File: config.mk
export PLATFORM = sky130hd
export DESIGN_NAME = adder_arbiter
export DESIGN_NICKNAME = d
export VERILOG_FILES = /design/src/rtl/adder_pkg.sv /design/src/rtl/adder.sv /design/src/rtl/adder_arbiter.sv
export SDC_FILE = /design/constraint.sdc
export NUM_CORES = 1
export LEC_CHECK = 0
export CORE_ASPECT_RATIO = 2
export CORE_MARGIN = 4
export CORE_UTILIZATION = 25
export DETAILED_ROUTE_END_ITERATION = 10
export GPL_ROUTABILITY_DRIVEN = 0
export SYNTH_ARGS = -nofsm -noshare
export SYNTH_HDL_FRONTEND = slang
export SYNTH_SLANG_ARGS = --single-unit
File: constraint.sdc
create_clock -name clk -period 8.8 [get_ports clk]
set_input_delay 0.88 -clock clk [delete_from_list [all_inputs] [get_ports clk]]
set_output_delay 0.88 -clock clk [all_outputs]
set_load 0.005 [all_outputs]
File: src/rtl/adder_pkg.sv
// Shared sizing helpers for the adder arbiter: requester-ID width and
// signed saturation limits for a given data width.
package adder_pkg;

  function automatic int id_width(input int n_req);
    return (n_req > 1) ? $clog2(n_req) : 1;
  endfunction

  // Limits are returned zero-extended in 64 bits; callers slice to their width.
  function automatic logic [63:0] sat_max(input int width);
    return (64'd1 << (width - 1)) - 64'd1;
  endfunction

  function automatic logic [63:0] sat_min(input int width);
    return 64'd1 << (width - 1);
  endfunction

endpackage

File: src/rtl/adder.sv
// Fixed-point two's complement adder: wrapped sum plus signed overflow and
// underflow flags. The carry is split at the binary point.
module adder #(
  parameter int DATA_WIDTH = 16,
  parameter int FIXED_PNT  = 8
) (
  input  logic [DATA_WIDTH-1:0] a,
  input  logic [DATA_WIDTH-1:0] b,
  output logic [DATA_WIDTH-1:0] sum,
  output logic                  ovf,
  output logic                  unf
);

  if (FIXED_PNT > 0 && FIXED_PNT < DATA_WIDTH) begin : g_split
    logic [FIXED_PNT:0]              frac;
    logic [DATA_WIDTH-FIXED_PNT-1:0] int_part;

    assign frac     = {1'b0, a[FIXED_PNT-1:0]} + {1'b0, b[FIXED_PNT-1:0]};
    assign int_part = a[DATA_WIDTH-1:FIXED_PNT] + b[DATA_WIDTH-1:FIXED_PNT]
                      + (DATA_WIDTH-FIXED_PNT)'(frac[FIXED_PNT]);
    assign sum      = {int_part, frac[FIXED_PNT-1:0]};
  end else begin : g_flat
    assign sum = a + b;
  end

  // Signed overflow only when both operands share a sign the sum lost.
  assign ovf = ~a[DATA_WIDTH-1] & ~b[DATA_WIDTH-1] &  sum[DATA_WIDTH-1];
  assign unf =  a[DATA_WIDTH-1] &  b[DATA_WIDTH-1] & ~sum[DATA_WIDTH-1];

endmodule

File: src/rtl/adder_arbiter.sv
// Round-robin sharing of one adder among N_REQ valid/ready requesters, with a
// back-pressurable result register, optional saturation and a flag counter.
module adder_arbiter
  import adder_pkg::*;
#(
  parameter int DATA_WIDTH = 16,
  parameter int FIXED_PNT  = 8,
  parameter int N_REQ      = 4,
  parameter int SATURATE   = 1,
  parameter int CNT_WIDTH  = 16
) (
  input  logic                          clk,
  input  logic                          rst_n,
  input  logic [N_REQ-1:0]              req_valid,
  output logic [N_REQ-1:0]              req_ready,
  input  logic [N_REQ*DATA_WIDTH-1:0]   req_a,
  input  logic [N_REQ*DATA_WIDTH-1:0]   req_b,
  output logic                          out_valid,
  input  logic                          out_ready,
  output logic [DATA_WIDTH-1:0]         out_sum,
  output logic [id_width(N_REQ)-1:0]    out_id,
  output logic                          out_ovf,
  output logic                          out_unf,
  input  logic                          clr_count,
  output logic [CNT_WIDTH-1:0]          flag_count
);

  localparam int ID_W = id_width(N_REQ);
  localparam logic [63:0] SAT_MAX_W = sat_max(DATA_WIDTH);
  localparam logic [63:0] SAT_MIN_W = sat_min(DATA_WIDTH);
  localparam logic [DATA_WIDTH-1:0] SAT_MAX = SAT_MAX_W[DATA_WIDTH-1:0];
  localparam logic [DATA_WIDTH-1:0] SAT_MIN = SAT_MIN_W[DATA_WIDTH-1:0];

  logic                  out_valid_q, out_valid_d;
  logic [DATA_WIDTH-1:0] out_sum_q, out_sum_d;
  logic [ID_W-1:0]       out_id_q, out_id_d;
  logic                  out_ovf_q, out_ovf_d;
  logic                  out_unf_q, out_unf_d;
  logic [ID_W-1:0]       rr_ptr_q, rr_ptr_d;
  logic [CNT_WIDTH-1:0]  flag_count_q, flag_count_d;

  logic                  out_free;
  logic                  found;
  logic                  accept;
  logic [ID_W-1:0]       grant_idx;
  logic [N_REQ-1:0]      grant;
  logic [DATA_WIDTH-1:0] op_a, op_b;
  logic [DATA_WIDTH-1:0] add_sum;
  logic                  add_ovf, add_unf;
  int                    idx;

  // Search upward from rr_ptr with wrap; N_REQ need not be a power of two.
  always_comb begin
    found     = 1'b0;
    grant_idx = '0;
    grant     = '0;
    op_a      = '0;
    op_b      = '0;
    idx       = 0;
    for (int k = 0; k < N_REQ; k++) begin
      idx = int'(rr_ptr_q) + k;
      if (idx >= N_REQ) idx = idx - N_REQ;
      if (!found && req_valid[ID_W'(idx)]) begin
        found     = 1'b1;
        grant_idx = ID_W'(idx);
      end
    end
    for (int i = 0; i < N_REQ; i++) begin
      grant[i] = found && (grant_idx == ID_W'(i));
      if (grant[i]) begin
        op_a = req_a[i*DATA_WIDTH +: DATA_WIDTH];
        op_b = req_b[i*DATA_WIDTH +: DATA_WIDTH];
      end
    end
  end

  assign out_free  = !out_valid_q || out_ready;
  assign req_ready = out_free ? grant : '0;
  assign accept    = found && out_free;

  adder #(
    .DATA_WIDTH (DATA_WIDTH),
    .FIXED_PNT  (FIXED_PNT)
  ) u_adder (
    .a   (op_a),
    .b   (op_b),
    .sum (add_sum),
    .ovf (add_ovf),
    .unf (add_unf)
  );

  always_comb begin
    out_valid_d  = out_valid_q;
    out_sum_d    = out_sum_q;
    out_id_d     = out_id_q;
    out_ovf_d    = out_ovf_q;
    out_unf_d    = out_unf_q;
    rr_ptr_d     = rr_ptr_q;
    flag_count_d = flag_count_q;

    if (accept) begin
      out_valid_d = 1'b1;
      out_id_d    = grant_idx;
      out_ovf_d   = add_ovf;
      out_unf_d   = add_unf;
      if (SATURATE != 0 && add_ovf)      out_sum_d = SAT_MAX;
      else if (SATURATE != 0 && add_unf) out_sum_d = SAT_MIN;
      else                               out_sum_d = add_sum;
      rr_ptr_d = (grant_idx == ID_W'(N_REQ - 1)) ? '0 : grant_idx + 1'b1;
    end else if (out_ready) begin
      out_valid_d = 1'b0;
    end

    // Clear wins over a same-cycle increment; the count sticks at all-ones.
    if (clr_count)
      flag_count_d = '0;
    else if (accept && (add_ovf || add_unf) && (flag_count_q != '1))
      flag_count_d = flag_count_q + 1'b1;
  end

  always_ff @(posedge clk or negedge rst_n) begin
    if (!rst_n) begin
      out_valid_q  <= 1'b0;
      out_sum_q    <= '0;
      out_id_q     <= '0;
      out_ovf_q    <= 1'b0;
      out_unf_q    <= 1'b0;
      rr_ptr_q     <= '0;
      flag_count_q <= '0;
    end else begin
      out_valid_q  <= out_valid_d;
      out_sum_q    <= out_sum_d;
      out_id_q     <= out_id_d;
      out_ovf_q    <= out_ovf_d;
      out_unf_q    <= out_unf_d;
      rr_ptr_q     <= rr_ptr_d;
      flag_count_q <= flag_count_d;
    end
  end

  assign out_valid  = out_valid_q;
  assign out_sum    = out_sum_q;
  assign out_id     = out_id_q;
  assign out_ovf    = out_ovf_q;
  assign out_unf    = out_unf_q;
  assign flag_count = flag_count_q;

endmodule

==> results.py, run 1 <==
metrics = {
    "floorplan": {
        "die-area_um2": 17810,
        "die_width_um": 96.38,
        "num_rows": 64,
        "die_y_um": 184.8,
        "start_util_pct": 25.53,
        "core_um2": 15290,
        "ioPinCount": 177,
    },
    "cells_and_area": {
        "final_nets": 827,
        "seq_area_um2": 975.9,
        "syn_to_final_growth_pct": 52.90,
        "filler_cell_count": 1540,
        "antenna_cells": 0,
        "multi_input_area_um2": 2745,
        "stdcell_count": 864,
        "fin_util_pct": 39.04,
        "layout-drive-gt1-share_pct": 4.805,
    },
    "synth": {
        "synth_top_cells_by_count": "a21oi_1 (59), nor2b_1 (58), nor2_1 (51)",
        "synth_area_per_cell_um2": 7.597,
        "yosysWarnings": 0,
        "synth.distinct_cells": 53,
        "ys_seq_area_share_pct": 24.99,
        "syn-num-nets": 675,
        "synth_top_area_share_pct": 24.99,
        "async_reset_ff_share_pct": 100.0,
        "post_synth_fa_ha_maj_area_fraction_pct": 8.779,
        "synth_cells": 514,
        "synthSimpleGateAreaFrac_pct": 33.35,
        "synth_flop_cell": "dfrtp_1",
        "ys_ff_latch": 39,
        "synth-compound-area-share_pct": 23.01,
        "synth_top_area_cell": "dfrtp_1",
        "synth_top_family_by_area": "simple AND/OR/NAND/NOR gates",
        "syn_area_um2": 3905,
        "yosysMostFrequentCell": "a21oi_1",
        "synth_mux_area_share_pct": 0.9292,
        "yosys-top-cells-area": "dfrtp_1 (25%), nor2b_1 (9.3%), a21oi_1 (7.6%), ha_1 (6.7%), a221oi_1 (5.8%)",
        "synth_edf_count": 0,
        "synth_xor_area_share_pct": 3.813,
    },
    "worst_setup_path": {
        "r2r_slack_ns": 1.74,
        "worstPathArrival_ns": 8.03,
        "start_kind": "input port",
        "reg2regPathDepth": 29,
        "crit_top_cell": "a21oi_1",
        "crit_required_ns": 8.96,
        "r2r_start": "rr_ptr_q[0]$_DFFE_PN0P_",
        "cpMaxStageDelayCell": "ha_2",
        "end_kind": "flop",
        "path_class": "input port to flop",
        "max_stage_delay_ns": 0.58,
        "crit_fanout": 24,
        "r2r_end": "flag_count[15]$_DFFE_PN0P_",
    },
    "timing": {
        "hold_violations": 0,
        "max_freq_mhz": 127.2,
        "skew_ns": 0.006234,
        "min_period_over_period_pct": 89.36,
        "holdWs_ns": 0.4745,
        "tightest_slew_ns": 0.9286,
        "setup-violations-final": 0,
        "max_slew_margin_pct": 37.94,
        "fin_crit_ns": 7.864,
        "slew_violations": 0,
        "grt_setup_unrepaired": "false",
        "setup_tns_ns": 0,
    },
    "detailed_routing": {
        "via_per_inst": 4.938,
        "drt-total-wl_mm": 13.97,
        "drt-initial-drc-count": 130,
        "antenna_left": 0,
        "num_vias": 4266,
        "drt_pass1_iterations": 5,
        "drc": 0,
        "wl_per_cell_um": 16.17,
    },
    "cts": {
        "clock_latency_ns": 0.28,
        "cts_resized": 0,
        "cts_max_path_buffers": 2,
        "postCtsSetupBuffers": 0,
        "holdBufCountCts": 0,
        "cts.sinks": 39,
        "cts_made_buffers": 5,
        "cts-htree-levels": 2,
        "tritoncts": "done",
        "clk_pin_slew_ns": 0.06,
        "root_buffer": "clkbuf_16",
    },
    "place": {
        "io_buffers": 176,
        "hpwl_mm": 11.93,
        "placed_cells": 857,
    },
    "hold_path": {
        "hold_path.class": "flop to flop",
        "hold_depth": 1,
        "hp-start": "out_sum[8]$_DFFE_PN0P_",
        "min_to": "out_sum[8]$_DFFE_PN0P_",
    },
    "power": {
        "leakage_nw": 2.343,
        "internal_power_mw": 0.8715,
        "p_sw_mw": 0.6969,
        "ir_worst_vdd_v": 0.0001144,
        "power_density_nw_per_um2": 262.7,
        "finalPower_mw": 1.568,
        "p_clk_share_pct": 11.4,
        "pwr-share-comb_pct": 71.7,
        "seqPwrFrac_pct": 16.9,
        "switching_share_pct": 44.43,
    },
    "grt": {
        "grt_max_degree": 46,
        "grt_overflow": 0,
        "grt_usage_pct": 15.53,
        "grt_pass1_wl_mm": 21.62,
        "grt_pass1_vias": 4503,
        "antenna_found_initial": 0,
    },
    "run_status": {
        "status": "finished clean",
    },
    "run": {
        "cap_violations": 0,
    },
}
-- critical path: cells and delay by family --
| kind | cells | cell delay [ns] |
|---|---|---|
| AO/OA/AOI/OAI | 13 | 2.79 |
| adder cells (fa/ha/maj) | 4 | 1.76 |
| buffers and inverters | 2 | 0.81 |
| multiplexers | 2 | 0.57 |
| AND/OR/NAND/NOR | 9 | 1.20 |
-- per-layer routing --
metal | up-vias | part of all wire (%) | wire, µm | global-route usage [%]
li1 | 2128 | - | - | -
met1 | 1949 | 33 | 4662 | 14.59
met2 | 161 | 58 | 8155 | 31.63
met3 | 28 | 5.2 | 728 | 1.961
met4 | 0 | 3.1 | 427 | 6.577
met5 | - | 0 | 0 | 0
-- worst max path at each step --
| stage | end | slack (ns) | from |
|---|---|---|---|
| detailed placement | flag_count[15]$_DFFE_PN0P_ | 0.70 | req_valid[1] |
| CTS | flag_count[15]$_DFFE_PN0P_ | 0.97 | req_valid[0] |
| finish | flag_count[15]$_DFFE_PN0P_ | 0.94 | req_valid[0] |
| global route | flag_count[15]$_DFFE_PN0P_ | 0.46 | req_valid[0] |
| global placement | flag_count[15]$_DFFE_PN0P_ | 0.98 | req_valid[0] |
| floorplan | flag_count[15]$_DFFE_PN0P_ | 1.95 | req_valid[0] |
-- through the flow --
| step | area, µm² | setup WS [ns] |
|---|---|---|
| 2_1_floorplan | 3905 | 1.950 |
| 3_3_place_gp | 5827 | 0.9775 |
| 3_5_place_dp | 5827 | 0.7007 |
| 4_1_cts | 5971 | 0.9745 |
| 5_1_grt | 5971 | 0.4584 |
| 6_report | 5971 | 0.9361 |
-- power by group through the flow --
stage	Combinational (mW)	Sequential, mW	Clock [mW]
5_1_grt	1.27	0.273	0.190
3_5_place_dp	1.13	0.270	0
2_1_floorplan	0.761	0.266	0
6_report	1.12	0.265	0.179
4_1_cts	1.14	0.267	0.183
3_3_place_gp	1.12	0.268	0
-- registers in the layout (all words and copies together) (netlist names) --
signal	flops
flag_count	16
out_sum	16
out_id	2
rr_ptr_q	2
out_ovf	1
out_unf	1
out_valid	1
-- cell usage in the layout (no fill, tap or decap), drive strengths merged, types with 2 or more instances in the layout --
master	instances
a211oi	6
a21boi	2
a21o	4
a21oi	59
a221oi	26
a31oi	3
and2	5
and3	4
buf	8
clkbuf	6
clkdlybuf4s50	175
dfrtp	39
fa	4
ha	21
inv	13
mux2	2
nand2	48
nand2b	6
nand3	7
nand3b	6
nand4	2
nor2	51
nor2b	58
nor3	29
nor3b	3
nor4	4
nor4b	2
o2111ai	2
o21ai	34
o22ai	2
o31ai	3
or3	3
or4	2
xnor2	9
xor2	8
-- final cells by class --
type | instances | share of cell area [%]
repair buffers | 183 | 30.30
clock inverters | 1 | 0.08382
clock buffers | 6 | 2.326
well taps | 198 | 4.149
flip-flops and latches | 39 | 16.35
multi-input cells | 424 | 45.98
inverters | 13 | 0.8173
-- kinds of logic (layout without fill, tap and decap cells) --
kind of cell,Yosys count,after routing
and+or+nand+nor,233,233
DFF,39,39
muxes,3,3
AOI/OAI and AO/OA,146,146
buffers and inverters,51,203
adders and majority gates,25,25
xor gates and xnor gates,17,17
No activity file was read; power rests on OpenSTA's default activity.
==> run 2, diff against run 1 <==
--- a/config.mk
+++ b/config.mk
@@ -9,6 +9,7 @@
 export CORE_MARGIN = 4
 export CORE_UTILIZATION = 25
 export DETAILED_ROUTE_END_ITERATION = 10
+export DONT_BUFFER_PORTS = 1
 export GPL_ROUTABILITY_DRIVEN = 0
 export SYNTH_ARGS = -nofsm -noshare
 export SYNTH_HDL_FRONTEND = slang
==> run 2 against run 1 <==
Via count is 16% lower. Final area fell by 29%. Worst setup slack better by 0.78 ns. Critical path type unchanged.
==> results.py, run 2 (synthesis gave the netlist of run 1 again) <==
metrics = {
    "run_status": {
        "status": "finished clean",
    },
    "timing": {
        "max_freq_mhz": 141.1,
        "grt_setup_unrepaired": "false",
        "max_slew_margin_pct": 34.57,
        "skew_ns": 0.007671,
        "slew_violations": 0,
        "setup_tns_ns": 0,
        "fin_crit_ns": 7.087,
        "tightest_slew_ns": 0.9790,
        "setup-violations-final": 0,
        "min_period_over_period_pct": 80.54,
        "hold_violations": 0,
    },
    "detailed_routing": {
        "drt-initial-drc-count": 137,
        "antenna_left": 0,
        "via_per_inst": 5.192,
        "drc": 0,
        "drt-total-wl_mm": 12.52,
        "wl_per_cell_um": 18.23,
        "num_vias": 3567,
        "drt_pass1_iterations": 4,
    },
    "cells_and_area": {
        "mostFrequentLayoutCells": "a21oi_1 (59), nor2b_1 (58), nor2_1 (51)",
        "syn_to_final_growth_pct": 8.202,
        "antenna_cells": 0,
        "fin_util_pct": 27.63,
        "layout-drive-gt1-share_pct": 6.135,
        "filler_cell_count": 1666,
        "stdcell_count": 687,
        "final_nets": 650,
        "layout_commonest_cell": "a21oi_1",
    },
    "grt": {
        "grt_max_degree": 40,
        "grt_usage_pct": 14.15,
        "antenna_found_initial": 0,
        "grt_pass1_vias": 3559,
        "grt_overflow": 0,
        "grt_pass1_wl_mm": 19.38,
    },
    "floorplan": {
        "die_y_um": 184.8,
        "die-area_um2": 17810,
        "core_um2": 15290,
        "num_rows": 64,
        "die_width_um": 96.38,
        "start_util_pct": 25.53,
        "ioPinCount": 177,
    },
    "cts": {
        "root_buffer": "clkbuf_16",
        "cts_made_buffers": 5,
        "holdBufCountCts": 0,
        "cts_max_path_buffers": 2,
        "tritoncts": "done",
        "postCtsSetupBuffers": 0,
        "cts.sinks": 39,
        "cts-htree-levels": 2,
        "cts_resized": 0,
        "clock_latency_ns": 0.29,
        "clk_pin_slew_ns": 0.06,
    },
    "power": {
        "internal_power_mw": 0.7617,
        "pwr-share-comb_pct": 65.6,
        "p_clk_share_pct": 14.3,
        "power_density_nw_per_um2": 340.3,
        "p_sw_mw": 0.6760,
        "ir_worst_vdd_v": 0.0001058,
        "seqPwrFrac_pct": 20.1,
        "switching_share_pct": 47.02,
        "leakage_nw": 1.663,
    },
    "run": {
        "cap_violations": 0,
    },
    "place": {
        "io_buffers": 0,
        "hpwl_mm": 10.55,
        "placed_cells": 680,
    },
    "worst_setup_path": {
        "start_kind": "input port",
        "crit_required_ns": 8.97,
        "worstPathArrival_ns": 7.26,
        "crit_top_cell": "a21oi_1",
        "max_stage_delay_ns": 0.51,
        "path_class": "input port to flop",
        "cpMaxStageDelayCell": "a211oi_1",
        "crit_fanout": 37,
        "end_kind": "flop",
    },
    "hold_path": {
        "hold_path.class": "input port to async pin",
    },
}
==> run 2: changes by cell type in the layout (fill, tap and decap cells not counted) <==
cell | previous run | this run
bufinv_16 | 0 | 1
buf_2 | 1 | 0
clkinv_2 | 1 | 0
clkbuf_8 | 1 | 0
buf_4 | 7 | 6
clkdlybuf4s50_1 | 175 | 0
clkinvlp_4 | 0 | 1
==> run 2: per-stage QoR <==
| stage | hold slack (ns) | setup slack [ns] | power [mW] | instance area (µm²) |
|---|---|---|---|---|
| final | 0.2824 | 1.713 | 1.438 | 4225 |
| after global placement | 0.5292 | 1.637 | 1.240 | 4063 |
| after floorplan | 0.4733 | 1.950 | 1.027 | 3905 |
| after CTS | 0.2762 | 1.701 | 1.459 | 4225 |
| after detailed placement | 0.5373 | 1.397 | 1.248 | 4063 |
| after global routing | 0.2694 | 1.056 | 1.610 | 4225 |
==> run 2: final timing paths <==
check                                        start                          to  slack (ns)  cells after the start
setup / recovery                      req_valid[0]  flag_count[15]$_DFFE_PN0P_        1.71                     29
hold / removal                               rst_n       out_valid$_DFFE_PN0P_        0.28                      0
setup reg to reg           rr_ptr_q[0]$_DFFE_PN0P_  flag_count[15]$_DFFE_PN0P_        1.94                     29
hold reg to reg            out_sum[10]$_DFFE_PN0P_     out_sum[10]$_DFFE_PN0P_        0.53                      2
max in group asynchronous                    rst_n      out_sum[2]$_DFFE_PN0P_        8.42                      0
min in group clk           out_sum[10]$_DFFE_PN0P_     out_sum[10]$_DFFE_PN0P_        0.53                      2
==> run 2: worst max-delay path, delay by kind of cell <==
family,cells,cell delay [ns]
buffers and inverters,2,0.48
adder cells (fa/ha/maj),4,1.73
multiplexers,2,0.61
AND/OR/NAND/NOR,7,1.16
AO/OA/AOI/OAI,14,2.37
==> run 2: metal layers <==
metal	GRT usage (%)	vias to the layer above	routed length, µm
met5	0	-	0
met4	4.497	0	273
met3	2.492	16	731
met2	26.95	130	7063
met1	15.22	1649	4454
li1	-	1772	-
==> run 2: cell type report <==
cell class	instances	area, µm²	share of cell area, %
Timing Repair Buffer	6	45.04	1.066
Clock buffer	5	125.1	2.961
Inverter	13	48.80	1.155
Tap cell	198	247.7	5.863
Multi-Input combinational cell	424	2745	64.97
Sequential cell	39	975.9	23.10
Clock inverter	2	37.54	0.8884
==> run 2: power groups by stage <==
stage                     Combinational [mW]  Sequential [mW]  Clock, mW
after floorplan                        0.761            0.266          0
after global placement                 0.944            0.296          0
after detailed placement               0.950            0.298          0
after CTS                              0.954            0.295      0.210
after global routing                    1.09            0.299      0.219
final                                  0.943            0.288      0.206
